==> src/rtl/lowpass_decimator.sv <==
// -----------------------------------------------------------------------------
// lowpass_decimator
//
// Turns the 18-bit output of the 31-tap lowpass FIR (y, scaled by 2**SHIFT)
// into 8-bit samples. It keeps one filtered sample in every DECIM and queues
// the kept samples in a small first-word-fall-through FIFO. The FIFO is read
// with a valid/ack handshake by the downstream recorder/storage stage.
//
// Configuration macro:
//   LOWPASS_DECIM_ROUND_EN  defined   : round half up, then saturate above 127
//                           undefined : truncate (filt_in >>> SHIFT)
//   Latency and handshake are the same in both builds.
//
// Parameters:
//   DECIM       keep 1 of every DECIM primed filter outputs (1..16)
//   FIFO_DEPTH  FIFO entries, power of 2 (2..64)
//   SHIFT       coefficient scale exponent
//
// Ports:
//   clock       system clock, all logic on posedge
//   reset       synchronous, active-high; overrides every other input
//   ready       sample strobe shared with the FIR (spacing >= 32 clocks)
//   filt_in     signed FIR output y, stable while ready is high
//   out_data    signed head-of-FIFO sample; holds its last value when empty
//   out_valid   FIFO non-empty
//   out_ack     pops the head when out_valid is also high
//   fifo_count  number of entries held
//   overflow    sticky: a kept sample was dropped because the FIFO was full
// -----------------------------------------------------------------------------
module lowpass_decimator #(
  parameter int DECIM      = 4,
  parameter int FIFO_DEPTH = 8,
  parameter int SHIFT      = 10
) (
  input  logic                          clock,
  input  logic                          reset,
  input  logic                          ready,
  input  logic [17:0]                   filt_in,
  output logic [7:0]                    out_data,
  output logic                          out_valid,
  input  logic                          out_ack,
  output logic [$clog2(FIFO_DEPTH):0]   fifo_count,
  output logic                          overflow
);

  localparam int AW = $clog2(FIFO_DEPTH);
  localparam int CW = AW + 1;
  // DECIM=1 still needs a one-bit phase register so the declaration is legal.
  localparam int PW = (DECIM > 1) ? $clog2(DECIM) : 1;

  // ---------------------------------------------------------------------------
  // Sample conversion: 18-bit scaled FIR output to 8-bit signed sample.
  // ---------------------------------------------------------------------------
`ifdef LOWPASS_DECIM_ROUND_EN
  localparam logic signed [18:0] HALF = 19'sd1 <<< (SHIFT - 1);

  function automatic logic [7:0] convert(input logic [17:0] y);
    logic signed [18:0] sum;
    logic signed [18:0] shifted;
    // One guard bit keeps y + HALF from wrapping at the positive full scale.
    sum     = $signed({y[17], y}) + HALF;
    shifted = sum >>> SHIFT;
    // Rounding can only push the most positive inputs past 127; the most
    // negative input still lands exactly on -128, so only one clamp exists.
    if (shifted > 19'sd127) begin
      return 8'sd127;
    end
    return shifted[7:0];
  endfunction
`else
  function automatic logic [7:0] convert(input logic [17:0] y);
    return y[SHIFT+7:SHIFT];
  endfunction
`endif

  // ---------------------------------------------------------------------------
  // Priming, decimation phase and conversion register (edge E0).
  // ---------------------------------------------------------------------------
  logic          primed;
  logic [PW-1:0] phase;
  logic          conv_valid;
  logic [7:0]    conv_data;
  logic          keep;

  // At each ready the FIR presents the result for the previous sample, so the
  // first strobe after reset carries nothing useful and only primes the path.
  assign keep = ready && primed && (phase == '0);

  // NOTE: sequential state is assigned with <= so every register samples the
  // values present before the edge, independent of statement order.
  always_ff @(posedge clock) begin
    if (reset) begin
      primed     <= 1'b0;
      phase      <= '0;
      conv_valid <= 1'b0;
      conv_data  <= '0;
    end else begin
      // conv_valid is a one-cycle strobe: set at E0, cleared at E1.
      conv_valid <= keep;
      if (keep) begin
        conv_data <= convert(filt_in);
      end
      if (ready) begin
        if (!primed) begin
          primed <= 1'b1;
        end else if (phase == PW'(DECIM - 1)) begin
          phase <= '0;
        end else begin
          phase <= phase + PW'(1);
        end
      end
    end
  end

  // ---------------------------------------------------------------------------
  // FWFT FIFO (push at edge E1).
  // ---------------------------------------------------------------------------
  logic [7:0]    mem [FIFO_DEPTH];
  logic [AW-1:0] wr_ptr;
  logic [AW-1:0] rd_ptr;
  logic [AW-1:0] rd_ptr_inc;
  logic          full;
  logic          pop;
  logic          push;
  logic [CW-1:0] count_next;
  logic          head_load;
  logic [7:0]    head_next;

  assign full       = (fifo_count == CW'(FIFO_DEPTH));
  assign pop        = out_valid && out_ack;
  // A pop on the same edge frees a slot, so a push into a full FIFO still
  // succeeds when the head is being taken.
  assign push       = conv_valid && (!full || pop);
  assign rd_ptr_inc = rd_ptr + AW'(1);

  // Next occupancy and next head. out_data is a register rather than a
  // direct memory read so it can hold its last value once the FIFO drains.
  // NOTE: every always_comb output gets a default first; a path that leaves
  // one unassigned would infer a latch.
  always_comb begin
    count_next = fifo_count;
    head_load  = 1'b0;
    head_next  = out_data;

    if (push && !pop) begin
      count_next = fifo_count + CW'(1);
    end else if (pop && !push) begin
      count_next = fifo_count - CW'(1);
    end

    if (pop) begin
      if (fifo_count > CW'(1)) begin
        // The entry behind the head is already in memory.
        head_load = 1'b1;
        head_next = mem[rd_ptr_inc];
      end else if (push) begin
        // Last entry leaves as a new one arrives; the new one is not in
        // memory yet, so take it straight from the conversion register.
        head_load = 1'b1;
        head_next = conv_data;
      end
    end else if (push && (fifo_count == '0)) begin
      head_load = 1'b1;
      head_next = conv_data;
    end
  end

  // NOTE: the storage array is not reset; an entry is only ever read after it
  // has been written, so clearing it would only add reset fan-out.
  always_ff @(posedge clock) begin
    if (push) begin
      mem[wr_ptr] <= conv_data;
    end
  end

  always_ff @(posedge clock) begin
    if (reset) begin
      wr_ptr     <= '0;
      rd_ptr     <= '0;
      fifo_count <= '0;
      out_valid  <= 1'b0;
      out_data   <= '0;
      overflow   <= 1'b0;
    end else begin
      // Pointer widths match log2(FIFO_DEPTH), so increments wrap naturally.
      if (push) begin
        wr_ptr <= wr_ptr + AW'(1);
      end
      if (pop) begin
        rd_ptr <= rd_ptr_inc;
      end
      if (conv_valid && full && !pop) begin
        overflow <= 1'b1;
      end
      fifo_count <= count_next;
      out_valid  <= (count_next != '0);
      if (head_load) begin
        out_data <= head_next;
      end
    end
  end

endmodule
==> config.mk <==
export PLATFORM = sky130hd
export DESIGN_NAME = lowpass_decimator
export DESIGN_NICKNAME = d
export VERILOG_FILES = /design/src/rtl/lowpass_decimator.sv
export SDC_FILE = /design/constraint.sdc
export NUM_CORES = 1
export LEC_CHECK = 0
export ABC_AREA = 0
export BUFFER_PORTS_ARGS = -buffer_cell sky130_fd_sc_hd__buf_2
export CORE_MARGIN = 3
export CORE_UTILIZATION = 46
export DETAILED_ROUTE_END_ITERATION = 6
export SLEW_MARGIN = 10
export SYNTH_ARGS = -nofsm -noshare
export SYNTH_HDL_FRONTEND = slang
export SYNTH_SLANG_ARGS = --single-unit
==> constraint.sdc <==
create_clock -name clock -period 3 [get_ports clock]
set_input_delay 0.75 -clock clock [delete_from_list [all_inputs] [get_ports clock]]
set_output_delay 0.75 -clock clock [all_outputs]
set_load 0.1 [all_outputs]
==> summary.txt <==
Synthesis
  • Largest family of logic cells by synthesized area: simple AND/OR/NAND/NOR gates
  • Netlist cell types: 44
  • Post-synth EDFFs: 64
  • Main synth FF type: edfxtp_1
  • Share of the synthesized area in compound gates (AO/OA/AOI/OAI): 6.38%
  • Avg Cell Area, Syn: 14.2 um^2
  • Synth area leader: edfxtp_1
  • Yosys warning total: 0
  • Yosys top cell area share: 48.0%
  • Async S/R FF share, synth: 0%
  • Top cells by count, synth: edfxtp_1 (64), nand2_1 (38), dfxtp_1 (32), nor2_1 (22), a21oi_1 (15)
  • Cells after Synth: 281
  • Most frequent cell after synthesis: edfxtp_1
  • Seq cells post-synth: 96
  • Net count after synthesis: 311
  • Post-synthesis sequential area ratio: 64.0%
  • Adder-cell share of the synthesized area: 2.50%
  • Top cells by area, synth: edfxtp_1 (48%), dfxtp_1 (16%), mux4_2 (5.1%)
  • Cell Area, Synth: 4000 um^2
  • Post-synthesis mux area share: 10.9%
  • Synth Area in XOR/XNOR: 1.31%
  • Post-synthesis simple-gate area fraction: 11.8%

Timing
  • Actual slew at the worst max-slew pin: 0.826 ns
  • FMAX: 447 MHz
  • Final period utilization: 74.7%
  • Setup TNS: 0 ns
  • Fin. Hold Viols: 0
  • Tmin final: 2.24 ns
  • RSZ-0062 raised after global routing: no
  • Max-slew violations: 0
  • Rel. slew slack: 44.9%
  • Final setup vio count: 0
  • Fin Clk Skew: 0.0106 ns

Global routing
  • Met1 global-route usage: 23.7%
  • M3 GR Usage: 3.93%
  • GR Layer Usage met2: 23.7%
  • Largest net degree at the start of global routing: 28
  • Vias in the first global route: 2,241
  • Initial antenna violation count: 0
  • Overall Global Routing Usage: 16.0%
  • GRT overflow: 0
  • First-pass GRT wire length: 12,100 um
  • GR peak layer: met2

Finish
  • ANT cells: 0
  • Multi-input logic area: 1320 um^2
  • # nets final: 346
  • Final Cell Area: 4460 um^2
  • Storage element area: 2560 um^2
  • Area growth syn-to-layout: 11.5%
  • Ratio of cells with drive above 1 in the final layout: 22.1%
  • Layout fillers: 730

Floorplan
  • Die X-Extent: 99.3 um
  • Initial Utilization: 48.0%
  • Top-Level Pins: 36
  • Core area: 8340 um^2
  • Die Y-Extent: 99.3 um
  • Die area: 9850 um^2
  • # rows: 33

Clock tree
  • Max Buffers Root-to-Sink: 2
  • CTS clk-pin slew, worst paths: 0.09 ns
  • CTS Root Cell: clkbuf_8
  • # Post-CTS Setup Buffers: 0
  • Clock sink count: 96
  • CTS tree: built
  • CTS buffer count: 9
  • Post-cts sizing count: 0
  • CTS H-tree depth: 3
  • Clock Latency Late Sink: 0.35 ns
  • Hold-fix buffers, CTS: 0

Routing
  • Vias/cell: 5.44
  • Routed wire per std cell: 17.3 um
  • Initial DRC count: 129
  • DRC viols: 0
  • Vias: 2,319
  • DRT Pass-1 Iters: 4
  • Antenna Nets Post-Route: 0
  • DRT Wirelength: 7380 um

Worst setup path
  • CP Data Arrival Time: 2.30 ns
  • Critical path class: reg -> reg
  • Largest fanout on the critical path: 8
  • Critical Path RT: 3.06 ns
  • Setup crit end kind: register
  • Critical path launch point type: register

Run
  • Max Cap Viol: 0

Hold path
  • HP Class: reg -> reg

Pwr
  • Cell area power density: 691 nW/um^2
  • Peak supply drop: 0.356 mV
  • Leak Pwr: 1.61 nW
  • Pwr Total: 3.09 mW

Status
  • Status: finished clean

Placement
  • GPL Wtd Cong: 0.793
  • Port bufs: 25
  • Post-detail-place hpwl: 4730 um
  • DP Area: 4240 um^2
[final timing paths]
path / cells past startpoint / slack, ns / start / endpoint
hold / removal: 2 / 0.47 / overflow / overflow
setup / recovery: 7 / 0.76 / fifo_count[0] / mem[0][6]
hold reg to reg: 2 / 0.47 / overflow / overflow
setup reg to reg: 7 / 0.76 / fifo_count[0] / mem[0][6]
[through the flow]
step                      setup WS, ns  hold WS (ns)  instances  utilization (%)
after detailed placement         0.739         0.455        410             50.8
after CTS                        0.769         0.476        426             53.5
after global routing             0.632         0.495        426             53.5
after global placement           0.761         0.444        410             50.8
final                            0.760         0.468        426             53.5
after floorplan                 0.0584         0.453        281                -
[worst max-delay path, cell delays in order (launching register included)]
cell and delay, ns:
dfxtp_2 0.41, inv_1 0.10, ha_1 0.21, nand3b_1 0.24, o21ai_0 0.22, or2_2 0.38
nor3_1 0.15, buf_4 0.22
[placed cells by master, fill, tap and decap left out, drive strengths merged]
cell type	instances
a21boi	2
o21ai	2
nor2	22
a31oi	1
and2	3
xor2	4
or2b	7
o211ai	3
o31a	1
nand3b	1
clkinv	3
ha	8
xnor2	2
nand2	38
and3	1
nor4	1
mux4	16
nand3	11
nand2b	3
clkbuf	10
inv	6
edfxtp	64
a21oi	15
a32o	8
mux2i	5
a41oi	1
nand4	1
bufinv	2
nor3b	3
or2	1
nor3	4
a32oi	1
buf	36
o31ai	2
and3b	1
dfxtp	32
[cell families (layout without fill, tap and decap cells)]
| logic type | Yosys count | count (layout) |
|---|---|---|
| and+or+nand+nor | 97 | 97 |
| DFF | 96 | 96 |
| AOI/OAI and AO/OA | 36 | 36 |
| muxes | 21 | 21 |
| buffers and inverters | 17 | 57 |
| adders and majority gates | 8 | 8 |
| xor gates and xnor gates | 6 | 6 |
[layout make-up]
| class | count | share of cell area [%] |
|---|---|---|
| clock buffer | 10 | 2.86 |
| clock inverter | 6 | 2.10 |
| inverter | 5 | 0.421 |
| multi-input combinational | 168 | 29.5 |
| sequential | 96 | 57.5 |
| tap | 105 | 2.94 |
| timing repair buffer | 36 | 4.66 |
[report_power, final]
part	internal [mW]	leakage, nW	switching [mW]
Combinational	0.229	0.652	0.428
Clock	0.477	0.112	0.448
Sequential	1.45	0.849	0.0557
Total	2.15	1.61	0.932
[registers in the layout, summed over array words and instances (netlist names)]
register,count
rd_ptr,3
primed,1
fifo_count,4
conv_data,8
conv_valid,1
mem,64
phase,2
overflow,1
out_valid,1
wr_ptr,3
out_data,8
[layer usage]
metal | wire length (um) | part of all wire [%] | vias up
met5 | 0 | 0 | -
met2 | 3360 | 45 | 49
met4 | 79 | 1.1 | 0
met1 | 3590 | 49 | 1138
li1 | - | - | 1125
met3 | 357 | 4.8 | 7
Power figures use the tool's default switching activity.
